### src/rtl/image_pixel_packer.sv
// Packs sensor pixels into 32-bit words for a DDR2 write FIFO, capturing whole frames only.
// Optional macro PACK16_EN selects 2x12-bit packing instead of the default 4x8-bit packing.
module image_pixel_packer #(
  parameter int LINE_MAX = 2592
) (
  input  logic        pix_clk,
  input  logic        reset,
  input  logic        capture_en,
  input  logic        frame_valid,
  input  logic        line_valid,
  input  logic [11:0] pix_data,
  input  logic        fifo_full,
  output logic        fifo_wr_en,
  output logic [31:0] fifo_wr_data,
  output logic        frame_done,
  output logic [11:0] line_count,
  output logic        overflow,
  output logic        busy
);

  typedef enum logic [1:0] {
    IDLE    = 2'd0,
    ARMED   = 2'd1,
    CAPTURE = 2'd2
  } state_t;

  localparam logic [11:0] LINE_MAX_C = 12'(LINE_MAX);
  localparam logic [11:0] LINE_SAT_C = 12'hFFF;

  state_t      state_r;
  state_t      state_nx_s;
  logic        lv_d_r;
  logic        fv_d_r;
  logic [31:0] pack_r;
  logic [1:0]  lane_cnt_r;
  logic [11:0] pix_cnt_r;
  logic [11:0] line_count_r;
  logic        overflow_r;
  logic        fifo_wr_en_r;
  logic [31:0] fifo_wr_data_r;
  logic        frame_done_r;
  logic        busy_r;

  logic        enter_cap_s;
  logic        pix_ok_s;
  logic        line_end_s;
  logic        frame_end_s;
  logic        full_s;
  logic        flush_s;
  logic        write_s;
  logic [31:0] word_s;
  logic [31:0] wr_word_s;
  logic [15:0] lane_val_s;
  logic [4:0]  lane_shift_s;
  logic [1:0]  last_lane_s;

`ifdef PACK16_EN
  assign lane_val_s   = {4'd0, pix_data};
  assign lane_shift_s = {lane_cnt_r[0], 4'd0};
  assign last_lane_s  = 2'd1;
`else
  logic pix_unused_s;
  assign pix_unused_s = ^pix_data[3:0];
  assign lane_val_s   = {8'd0, pix_data[11:4]};
  assign lane_shift_s = {lane_cnt_r, 3'd0};
  assign last_lane_s  = 2'd3;
`endif

  // State register
  always_ff @(posedge pix_clk or posedge reset) begin
    if (reset) begin
      state_r <= IDLE;
    end else begin
      state_r <= state_nx_s;
    end
  end

  // Next-state decode and capture strobes
  always_comb begin
    state_nx_s  = state_r;
    enter_cap_s = 1'b0;
    pix_ok_s    = 1'b0;
    line_end_s  = 1'b0;
    frame_end_s = 1'b0;
    case (state_r)
      IDLE: begin
        // Waiting for frame_valid low guarantees we never start mid-frame.
        if (capture_en && !frame_valid) begin
          state_nx_s = ARMED;
        end else begin
          state_nx_s = IDLE;
        end
      end
      ARMED: begin
        if (!capture_en) begin
          state_nx_s = IDLE;
        end else if (frame_valid) begin
          state_nx_s  = CAPTURE;
          enter_cap_s = 1'b1;
        end else begin
          state_nx_s = ARMED;
        end
      end
      CAPTURE: begin
        line_end_s  = lv_d_r && !line_valid;
        frame_end_s = fv_d_r && !frame_valid;
        pix_ok_s    = frame_valid && line_valid && (pix_cnt_r < LINE_MAX_C);
        if (frame_end_s) begin
          state_nx_s = capture_en ? ARMED : IDLE;
        end else begin
          state_nx_s = CAPTURE;
        end
      end
      default: begin
        state_nx_s = IDLE;
      end
    endcase
  end

  // Word assembly: a full word or a flush of the partial word, never both in one cycle
  always_comb begin
    word_s  = pack_r | ({16'd0, lane_val_s} << lane_shift_s);
    full_s  = pix_ok_s && (lane_cnt_r == last_lane_s);
    flush_s = (line_end_s || frame_end_s) && (lane_cnt_r != 2'd0);
    write_s = full_s || flush_s;
    if (full_s) begin
      wr_word_s = word_s;
    end else begin
      wr_word_s = pack_r;
    end
  end

  // Datapath, counters and registered outputs
  always_ff @(posedge pix_clk or posedge reset) begin
    if (reset) begin
      lv_d_r         <= 1'b0;
      fv_d_r         <= 1'b0;
      pack_r         <= 32'd0;
      lane_cnt_r     <= 2'd0;
      pix_cnt_r      <= 12'd0;
      line_count_r   <= 12'd0;
      overflow_r     <= 1'b0;
      fifo_wr_en_r   <= 1'b0;
      fifo_wr_data_r <= 32'd0;
      frame_done_r   <= 1'b0;
      busy_r         <= 1'b0;
    end else begin
      lv_d_r       <= line_valid;
      fv_d_r       <= frame_valid;
      frame_done_r <= frame_end_s;
      busy_r       <= (state_nx_s != IDLE);
      fifo_wr_en_r <= write_s && !fifo_full;

      if (write_s && !fifo_full) begin
        fifo_wr_data_r <= wr_word_s;
      end

      if (enter_cap_s && capture_en) begin
        overflow_r <= 1'b0;
      end else if (write_s && fifo_full) begin
        overflow_r <= 1'b1;
      end

      // A dropped word still empties the packer so the next word starts clean.
      if (enter_cap_s || write_s) begin
        pack_r     <= 32'd0;
        lane_cnt_r <= 2'd0;
      end else if (pix_ok_s) begin
        pack_r     <= word_s;
        lane_cnt_r <= lane_cnt_r + 2'd1;
      end

      if (enter_cap_s || line_end_s) begin
        pix_cnt_r <= 12'd0;
      end else if (pix_ok_s) begin
        pix_cnt_r <= pix_cnt_r + 12'd1;
      end

      if (enter_cap_s) begin
        line_count_r <= 12'd0;
      end else if (line_end_s && (line_count_r != LINE_SAT_C)) begin
        line_count_r <= line_count_r + 12'd1;
      end
    end
  end

  assign fifo_wr_en   = fifo_wr_en_r;
  assign fifo_wr_data = fifo_wr_data_r;
  assign frame_done   = frame_done_r;
  assign line_count   = line_count_r;
  assign overflow     = overflow_r;
  assign busy         = busy_r;

endmodule

### config.mk
export PLATFORM = sky130hd
export DESIGN_NAME = image_pixel_packer
export DESIGN_NICKNAME = d
export VERILOG_FILES = /design/src/rtl/image_pixel_packer.sv
export SDC_FILE = /design/constraint.sdc
export NUM_CORES = 1
export LEC_CHECK = 0
export ABC_CLOCK_PERIOD_IN_PS = 2630
export BUFFER_PORTS_ARGS = -buffer_cell sky130_fd_sc_hd__buf_2
export CAP_MARGIN = 20
export CORE_AREA = 2 2 98 100
export CTS_CLUSTER_DIAMETER = 40
export DETAILED_ROUTE_END_ITERATION = 16
export DIE_AREA = 0 0 100 102
export GPL_TIMING_DRIVEN = 0
export PLACE_DENSITY = 0.77
export SETUP_SLACK_MARGIN = 0.15
export SLEW_MARGIN = 30
export SYNTH_ARGS = -nofsm -noshare
export SYNTH_HDL_FRONTEND = slang
export SYNTH_SLANG_ARGS = --single-unit
### constraint.sdc
create_clock -name pix_clk -period 2.63 [get_ports pix_clk]
set_input_delay 0.263 -clock pix_clk [delete_from_list [all_inputs] [get_ports pix_clk]]
set_output_delay 0.263 -clock pix_clk [all_outputs]
set_load 0.03 [all_outputs]
======== Word level (Yosys, flattened, before mapping) ========
Index checks and enable logic that the tools add are counted.
Widths: inputs -> output; s select.
word-level totals
  register bits ........................... 98
  output and inout port bits .............. 48
cells by class
  $add $sub $neg .......................... 3
  order comparisons ....................... 1
  equality and inequality tests ........... 4
  shift-type cells ........................ 1
  muxes and demuxes ....................... 23
  bitwise logic cells ..................... 1
  reductions and logical operators ........ 25
operators with widths
  kind                   count
  $mux 32                3
  $mux 12                4
  $or 32x32->32          1
  $shl 8x5->32           1
  $add 12x1->12 const B  2
  $lt 12x12->1 const B   1
  $ne 12x12->1 const B   1
  $reduce_bool 2->1      6
  $logic_and 1x1->1      11
  $mux 1                 10
  $mux 2                 5
  $pmux 2 s3             1
  $eq 2x2->1 const B     2
  $logic_or 1x1->1       4
  $logic_not 1->1        3
  $add 2x1->2 const B    1
  $eq 2x1->1 const B     1
  $logic_not 2->1        1

======== Logic depth before layout (Yosys ltp) ========
Gate-level depths: netlist (run 1).
  depth after elaboration ................. 9
  gate-level depth with buffers ........... 7

======== Worst setup path after synthesis (run 1) ========
No wires, ideal clock.
  path kind ............................... reg2reg
  start ................................... reg pix_cnt_r[8]
  end ..................................... reg fifo_wr_data_r[13] (netlist: fifo_wr_data[13])
  library setup time ...................... 0.128 ns
  arrival time ............................ 2.254 ns
  data required time ...................... 2.502 ns
  slack ................................... 0.249 ns
  cell stages (with the launch flop) ...... 7
  clock period less this slack ............ 2.381 ns
  path through ............................ dfrtp_1 > or4_1 > buf_2 > a2111o_1 > a21oi_4 > buf_6 > mux2_1
on the way
  cells in the longest elaborated chain, start to end .. 6
RTL lines
  what                    line  RTL
  start, declared         36    logic [11:0] pix_cnt_r;
  start signal, assigned  176   pix_cnt_r <= pix_cnt_r + 12'd1;
  $lt 12x12->1 (*)        107   pix_ok_s = frame_valid && line_valid && (pix_cnt_r < LINE_MAX_C);
  $logic_and 1x1->1 (*)   107
  $mux 1 (*)              85    case (state_r)
  $logic_and 1x1->1 (*)   123   full_s = pix_ok_s && (lane_cnt_r == last_lane_s);
  $logic_or 1x1->1        125   write_s = full_s || flush_s;
  $logic_and 1x1->1       154   if (write_s && !fifo_full) begin
  end signal, assigned    155   fifo_wr_data_r <= wr_word_s;
  end, declared           40    logic [31:0] fifo_wr_data_r;
Mark *: on every way between the ends. The rest lies on a longest branch, timed or not.
A chain may end at the register's enable or synchronous reset.

======== Worst setup path in the final report (run 1) ========
  start ................................... reg pix_cnt_r[6]
  end ..................................... reg fifo_wr_data_r[6] (netlist: fifo_wr_data[6])
The elaborated chain is that of the path after synthesis.

==> results of run 1 <==
path summary, 6_finish.rpt:
kind                       cells after the start                     start  slack [ps]                          end
max in group asynchronous                      5                     reset        1420       pack_r[17]$_DFFE_PP0P_
min                                            1                line_valid          60             lv_d_r$_DFF_PP0_
max reg2reg                                    7  pix_cnt_r[6]$_DFFE_PP0P_         200  fifo_wr_data[6]$_DFFE_PP0P_
max                                            7  pix_cnt_r[6]$_DFFE_PP0P_         200  fifo_wr_data[6]$_DFFE_PP0P_
min in group asynchronous                      3                     reset         480     pix_cnt_r[7]$_DFFE_PP0P_
min reg2reg                                    1      overflow$_DFFE_PP0P_         500         overflow$_DFFE_PP0P_
flip-flops by register name (all words and copies together) (netlist names), 2 cells and up:
signal	count
line_count	12
lane_cnt_r	2
state_r	2
pack_r	32
pix_cnt_r	12
fifo_wr_data	32
where the power goes:
group | total [mW] | switching, mW | internal (mW)
logic | 1.32 | 0.904 | 0.416
clock network | 1.09 | 0.523 | 0.569
registers | 2.01 | 0.191 | 1.82
total | 4.43 | 1.62 | 2.81
cells in the mapped netlist, types with 3 or more instances:
master / n / area share, %
a2111oi_2: 5 / 1.7
and2_1: 3 / 0.42
nor2b_1: 4 / 0.55
ha_1: 4 / 1.1
o31ai_1: 10 / 1.7
nand3_1: 12 / 1.3
a41o_1: 5 / 1.1
o21a_1: 3 / 0.50
nand2_1: 17 / 1.4
or3_1: 4 / 0.55
nand2b_1: 3 / 0.42
a21oi_1: 47 / 5.2
mux2_1: 3 / 0.75
mux2_2: 3 / 0.75
dfrtp_1: 98 / 54
nor3_1: 4 / 0.44
mux2i_1: 29 / 6.4
clkbuf_1: 15 / 1.2
o21ai_0: 6 / 0.66
a31oi_1: 28 / 3.9
or4_1: 11 / 1.8
nand4_1: 5 / 0.69
buf_2: 12 / 1.3
nor2_1: 37 / 3.1
inv_1: 32 / 2.7
metal layers:
layer  track usage, %  wire [microns]
met4             7.38             115
met3             3.35             508
met5                0               0
met2             33.8            5160
met1             29.7            4720
what timing repair did:
item | 4_1_cts | 5_1_grt
pin swaps | 1 | 4
setup buffers | 6 | 2
hold endpoints to repair | 21 | 0
hold buffers | 1 | 0
gates resized for setup | 11 | 14
setup endpoints to repair | 57 | 53
cloned | 1 | 1
kinds of logic (layout without fill, tap and decap cells):
| logic type | Yosys count | in the layout | synth area share [%] |
|---|---|---|---|
| compound gates | 115 | 115 | 16.9 |
| mux | 35 | 35 | 7.92 |
| xor+xnor | 1 | 1 | 0.194 |
| fa+ha+maj | 4 | 4 | 1.11 |
| other cells | 0 | 1 | 0 |
| flops | 98 | 98 | 54.2 |
| simple gates | 116 | 116 | 13.8 |
| buf+inv | 62 | 147 | 5.81 |
placed cells by master, fill, tap and decap left out, types with 5 or more instances in the layout:
cell / n
nand3_1: 12
a2111oi_4: 5
o21ai_0: 6
a21oi_1: 47
buf_2: 66
clkbuf_1: 13
o31ai_1: 9
dfrtp_1: 98
a41o_1: 5
clkbuf_8: 10
a31oi_1: 28
nor2_1: 37
or4_1: 10
nand4_1: 5
inv_1: 31
nand2_1: 17
buf_4: 6
mux2i_1: 29
buf_12: 5
worst register-to-register path, cell delays in order (launching register included):
cell,delay [ps]
dfrtp_1,410
or4_4,530
buf_8,160
a2111o_1,430
a21oi_4,310
buf_12,170
buf_12,140
mux2i_1,200
area by class of cell:
cell class | instances | area [sq um]
tap | 111 | 139
inverter | 32 | 124
clock buffer | 11 | 141
buffer | 30 | 185
timing repair buffer | 69 | 487
multi-input combinational | 271 | 1880
fill | 770 | 3610
sequential | 98 | 2450
antenna | 1 | 2.50
clock inverter | 5 | 86.3
==> flow_metrics.tcl, run 1 <==
set metrics [dict create \
    outcome "completed" \
    wl_mm 10.5 \
    instances_no_fill 628 \
    max_clock_freq_mhz 411 \
    io_buffers 55 \
    dp_slack_ps -26.5 \
    synth_edf_count 0 \
    vias_per_cell 5.77 \
    finalMaxSlewViolations 0 \
    io_pins 66 \
    tightest_slew_ps 674 \
    grt-ovfl-total 0 \
    finalNetCount 533 \
    leakage_nw 2.55 \
    place_area_sq_um 5010 \
    numCtsBuffers 9 \
    final.min_clock_period_ps 2430 \
    ant_nets 0 \
    postSynthCellCount 431 \
    ys_warn_count 0 \
    ys_ff_latch 98 \
    core_sq_um 9110 \
    drc 0 \
    finalSetupTns_ps 0 \
    ir_worst_vdd_mv 0.592 \
    dp_hpwl_mm 7.23 \
    clkSinkCount 98 \
    finClkSkew_ps 12.1 \
    syn_to_final_growth_pct 21.6 \
    cp_num_buf_inv 3 \
    power.density_nw_per_um2 805 \
    grt_pass1_wl_mm 17.3 \
    routabilityCongestion 0.823 \
    worst_slack_ps 196 \
    dpl.cell_count 600 \
    root_buffer "clkbuf_8" \
    ys_seq_area_share_pct 54.2 \
    grt_pass1_vias 3603 \
    synth.distinct_cells 47 \
    worst_path_dominant_cell_family "compound AO/OA/AOI/OAI gates" \
    die_x_microns 100 \
    wl_per_cell_microns 16.7 \
    slowest_stage "or4_4" \
    rsz0062_at_grt "true" \
    critPathKind "reg2reg" \
    max_cap_violations 0 \
    worst_path_most_repeated_cell "buf_12" \
    grt_use_total_pct 21.2 \
    cts.path.max_buffers 2 \
    syn-num-nets 453 \
    whs_ps 61.9 \
    min_path_type "in2reg" \
    finalHoldViolCount 0 \
    initial_core_util_pct 49.6 \
    synth_flop_cell "dfrtp_1" \
    grt_antenna_before_repair 1 \
    cts_max_level 3 \
    die_area_sq_um 10200 \
    drive_above_1_share_pct 22.3 \
    synth-async-reset-ratio_pct 100 \
    worstSkewPairLatency_ps 360 \
    slew_headroom_pct 55.1 \
    cpPeakStageDelay_ps 530 \
    grt_max_degree 32 \
    cp.required_ps 2900 \
    clkSlewWorstSetupHoldPaths_ps 100 \
    synth_area_sq_um 4520 \
    final_util_pct 60.4 \
    row_count 35 \
    crit_path_max_fanout 10 \
    dr_total_vias 3622 \
    startpoint_type "register" \
    drt-pass1-iter-count 4 \
    cp.arrival_ps 2710 \
    worstSetupEndpointType "register" \
    power_mw 4.43 \
    fp.dieH_microns 102 \
    drtIter0Drc 216 \
    finalCritPeriodShare_pct 92.6 \
    stdcell_area_sq_um 5500 \
    cts_tree "yes" \
    syn_avg_cell_area_sq_um 10.5 \
    finalSetupViolCount 0 \
    path_cells "or4_4, buf_8, a2111o_1, a21oi_4, buf_12, buf_12, mux2i_1" \
]
No activity file was read; power rests on OpenSTA's default activity.
==> inputs of run 2 (changes only) <==
Settings changed: PLACE_DENSITY 0.77 to 0.73.
==> flow_metrics.tcl, run 2 (synthesis results as in run 1) <==
set metrics [dict create \
    finalNetCount 535 \
    max_cap_violations 0 \
    r2r_slack_ps 160 \
    rsz0062_at_grt "true" \
    final.min_clock_period_ps 2470 \
    final_util_pct 60.1 \
    outcome "completed" \
    fp.dieH_microns 102 \
    dr_wl_met3_microns 445 \
    drc 0 \
    cts.path.max_buffers 2 \
    io_buffers 55 \
    root_buffer "clkbuf_8" \
    wl_mm 10.2 \
    p_comb_share_pct 30.1 \
    dr_total_vias 3607 \
    grt_use_total_pct 20.0 \
    cp.required_ps 2870 \
    slew_headroom_pct 54.6 \
    power_mw 4.44 \
    worstSkewPairLatency_ps 350 \
    stdcell_area_sq_um 5480 \
    io_pins 66 \
    finalSetupViolCount 0 \
    p_sw_mw 1.61 \
    max_clock_freq_mhz 406 \
    grt-ovfl-total 0 \
    routed.top_layer "met4" \
    p_sw_share_pct 36.4 \
    grt_pass1_vias 3327 \
    min_path_type "in2async" \
    syn_to_final_growth_pct 21.1 \
    power.density_nw_per_um2 810 \
    power.share.clock_pct 24.6 \
    die_area_sq_um 10200 \
    finClkSkew_ps 10.8 \
    r2r_start "pix_cnt_r[6]$_DFFE_PP0P_" \
    ir_worst_vdd_mv 0.810 \
    finalSetupTns_ps 0 \
    drive_above_1_share_pct 23.4 \
    worst_slack_ps 164 \
    cts_max_level 3 \
    wl_met2_mm 4.83 \
    wl_per_cell_microns 16.1 \
    grt_pass1_wl_mm 16.3 \
    worstSetupEndpointType "register" \
    dp_hpwl_mm 7.08 \
    ant_nets 0 \
    r2r_cells 7 \
    timing.rr.end "fifo_wr_data[14]$_DFFE_PP0P_" \
    initial_core_util_pct 49.6 \
    cts_tree "yes" \
    clkSlewWorstSetupHoldPaths_ps 100 \
    pwr-share-seq_pct 45.3 \
    tightest_slew_ps 680 \
    num_antenna_cells 0 \
    finalCritPeriodShare_pct 93.8 \
    die_x_microns 100 \
    routabilityCongestion 0.810 \
    startpoint_type "register" \
    drtIter0Drc 187 \
    core_sq_um 9110 \
    critPathKind "reg2reg" \
    leakage_nw 2.55 \
    place_area_sq_um 5010 \
    row_count 35 \
    clkSinkCount 98 \
    drt-met1-wl_mm 4.82 \
    internal_power_mw 2.82 \
    crit_path_max_fanout 9 \
    numCtsBuffers 9 \
    finalHoldViolCount 0 \
    grt_antenna_before_repair 0 \
    cp.arrival_ps 2710 \
    grt_max_degree 31 \
    final_cell_mix "98 x dfrtp_1, 66 x buf_2, 47 x a21oi_1, 37 x nor2_1, 31 x inv_1" \
    finalMaxSlewViolations 0 \
    drt-pass1-iter-count 5 \
    final_common_cell "dfrtp_1" \
    vias_per_cell 5.73 \
    dp_slack_ps -7.00 \
]
==> run 2: metal layers <==
| metal | up-vias | global-route usage [%] |
|---|---|---|
| met1 | 1790 | 29.0 |
| li1 | 1722 | - |
| met3 | 6 | 4.38 |
| met4 | 0 | 4.21 |
| met2 | 89 | 31.4 |
| met5 | - | 0 |
==> run 2: power by group through the flow <==
stage / Combinational, mW / Clock (mW) / Sequential [mW]
floorplan: 0.441 / 0 / 2.47
global placement: 1.23 / 0 / 2.03
detailed placement: 1.28 / 0 / 2.03
CTS: 1.29 / 1.11 / 2.01
global route: 1.45 / 1.17 / 2.06
finish: 1.33 / 1.09 / 2.01
==> run 2: worst max-delay path by stage <==
stage | startpoint | to | slack [ps] | cells after the start
after global placement | pix_cnt_r[8]$_DFFE_PP0P_ | fifo_wr_data[21]$_DFFE_PP0P_ | -30 | 6
after CTS | state_r[1]$_DFF_PP0_ | fifo_wr_data[1]$_DFFE_PP0P_ | 140 | 6
after detailed placement | pix_cnt_r[8]$_DFFE_PP0P_ | fifo_wr_data[21]$_DFFE_PP0P_ | -7 | 6
after global routing | pix_cnt_r[6]$_DFFE_PP0P_ | fifo_wr_data[9]$_DFFE_PP0P_ | 120 | 7
final | pix_cnt_r[6]$_DFFE_PP0P_ | fifo_wr_data[14]$_DFFE_PP0P_ | 160 | 7
after floorplan | pix_cnt_r[8]$_DFFE_PP0P_ | fifo_wr_data[13]$_DFFE_PP0P_ | 250 | 6
==> run 2: metrics by stage <==
stage	hold slack (ps)	cells
detailed placement	399	600
CTS	9.64	618
global route	30.9	629
global placement	428	597
finish	3.23	629
floorplan	294	431
==> run 2: cell type report <==
cell class                 instances  area (sq um)
fill                             760          3630
sequential                        98          2450
multi-input combinational        271          1890
timing repair buffer              71           469
buffer                            30           178
clock buffer                      11           141
tap                              111           139
inverter                          32           124
clock inverter                     5          85.1
==> run 2: what timing repair did <==
item	in CTS	in global routing
setup endpoints to repair	34	58
buffers inserted	2	11
hold buffers	0	0
endpoints found under the hold margin	0	0
gates resized for setup	5	23
pin swaps	2	5
==> run 2: worst max-delay path: stages (launching register included) <==
cell and delay (ps):
dfrtp_1 420, or4_4 560, buf_12 150, a2111o_1 460, a21oi_4 190, buf_12 140
buf_12 120, mux2_1 310
==> inputs of run 3 (changes only) <==
Settings changed: ABC_CLOCK_PERIOD_IN_PS 2630 to 2500, PLACE_DENSITY 0.73 to 0.7.
Clock period 2.63 ns to 2.5 ns, I/O delays scaled along.
==> flow_metrics.tcl, run 3 (synthesis results as in run 1) <==
set metrics [dict create \
    outcome "completed" \
    final.min_clock_period_ps 2350 \
    slowest_stage "or4_4" \
    numCtsBuffers 9 \
    grt-ovfl-total 0 \
    finalSetupViolCount 0 \
    worstSetupEndpointType "register" \
    power_mw 4.57 \
    die_area_sq_um 10200 \
    io_buffers 55 \
    drt-pass1-iter-count 4 \
    finalNetCount 540 \
    final_util_pct 60.9 \
    finalCritPeriodShare_pct 94.0 \
    fp.dieH_microns 102 \
    grt_antenna_before_repair 0 \
    drc 0 \
    core_sq_um 9110 \
    dpl.cell_count 600 \
    num_antenna_cells 0 \
    ant_nets 0 \
    finalHoldViolCount 0 \
    final_cell_mix "98 x dfrtp_1, 62 x buf_2, 47 x a21oi_1, 37 x nor2_1, 31 x inv_1" \
    finalSetupTns_ps 0 \
    wl_per_cell_microns 16.0 \
    die_x_microns 100 \
    stdcell_area_sq_um 5550 \
    dr_total_vias 3657 \
    rsz0062_at_grt "true" \
    vias_per_cell 5.77 \
    worstSkewPairLatency_ps 360 \
    initial_core_util_pct 49.6 \
    drive_above_1_share_pct 24.3 \
    max_cap_violations 0 \
    grt_max_degree 30 \
    clkSinkCount 98 \
    grt_pass1_wl_mm 17.3 \
    path_cells "or4_4, buf_8, a2111o_1, a21oi_4, buf_12, mux2_4" \
    clkSlewWorstSetupHoldPaths_ps 100 \
    dp_hpwl_mm 7.13 \
    slew_headroom_pct 55.6 \
    leakage_nw 2.58 \
    root_buffer "clkbuf_8" \
    cts_tree "yes" \
    place_area_sq_um 5000 \
    wl_mm 10.1 \
    ir_worst_vdd_mv 0.608 \
    routabilityCongestion 0.780 \
    final_common_cell "dfrtp_1" \
    finalMaxSlewViolations 0 \
    drtIter0Drc 182 \
    power.density_nw_per_um2 824 \
    crit_path_max_fanout 5 \
    tightest_slew_ps 666 \
    critPathKind "reg2reg" \
    cts_max_level 3 \
    cp.arrival_ps 2590 \
    min_path_type "in2reg" \
    cpPeakStageDelay_ps 550 \
    instances_no_fill 634 \
    io_pins 66 \
    grt_use_total_pct 21.1 \
    row_count 35 \
    startpoint_type "register" \
    grt_pass1_vias 3582 \
    max_clock_freq_mhz 425 \
    finClkSkew_ps 13.2 \
    cts.path.max_buffers 2 \
    cp.required_ps 2740 \
    syn_to_final_growth_pct 22.7 \
]
-- run 3: changes by cell type in the layout (fill, tap and decap cells not counted), moves of 2 or more --
cell and change:
buf_2 -4, buf_8 +2, clkbuf_16 +2, clkbuf_4 +3
mux2_4 +2
-- run 3: timing repair --
item | in CTS | in global routing
setup buffers | 9 | 6
pin swaps | 5 | 8
resized for setup | 23 | 14
hold endpoints to repair | 18 | 0
cloned | 0 | 2
hold buffers | 1 | 0
setup endpoints to repair | 75 | 73
-- run 3: final timing paths --
check | startpoint | end | slack, ps | cells after the start
max | pix_cnt_r[7]$_DFFE_PP0P_ | fifo_wr_data[22]$_DFFE_PP0P_ | 150 | 6
min | line_valid | lv_d_r$_DFF_PP0_ | 60 | 1
max reg2reg | pix_cnt_r[7]$_DFFE_PP0P_ | fifo_wr_data[22]$_DFFE_PP0P_ | 150 | 6
min reg2reg | pack_r[15]$_DFFE_PP0P_ | pack_r[15]$_DFFE_PP0P_ | 510 | 2
max in group asynchronous | reset | fifo_wr_data[28]$_DFFE_PP0P_ | 1140 | 6
min in group asynchronous | reset | pix_cnt_r[5]$_DFFE_PP0P_ | 450 | 3
-- run 3: cell type report --
cell class	instances	area, sq um
inverter	32	124
sequential	98	2450
buffer	30	204
fill	775	3560
multi-input combinational	271	1890
clock buffer	11	141
timing repair buffer	76	537
tap	111	139
clock inverter	5	60.1
-- run 3: critical path: cells and delay by family (launching register included) --
family / cells / cell delay (ps)
flip-flops: 1 / 390
buffers and inverters: 2 / 320
AND/OR/NAND/NOR: 1 / 550
AO/OA/AOI/OAI: 2 / 680
multiplexers: 1 / 300
-- run 3: layer usage --
metal	up-vias	routed length [microns]	part of all wire (%)	track usage (%)
met5	-	0	0	0
met3	10	441	4.4	4.31
li1	1737	-	-	-
met4	0	103	1.0	5.37
met2	95	4670	46	31.6
met1	1815	4920	49	31.6
-- run 3: per-stage QoR --
step                      setup slack (ps)  hold slack [ps]
after CTS                             90.4             51.7
after floorplan                        190              281
after global placement               -68.6              417
final                                  149             64.1
after global routing                  77.6             43.6
after detailed placement             -59.5              282
-- run 3: where the power goes --
| part | internal [mW] | switching, mW |
|---|---|---|
| sequential | 1.92 | 0.195 |
| combinational | 0.456 | 0.952 |
| clock | 0.497 | 0.553 |
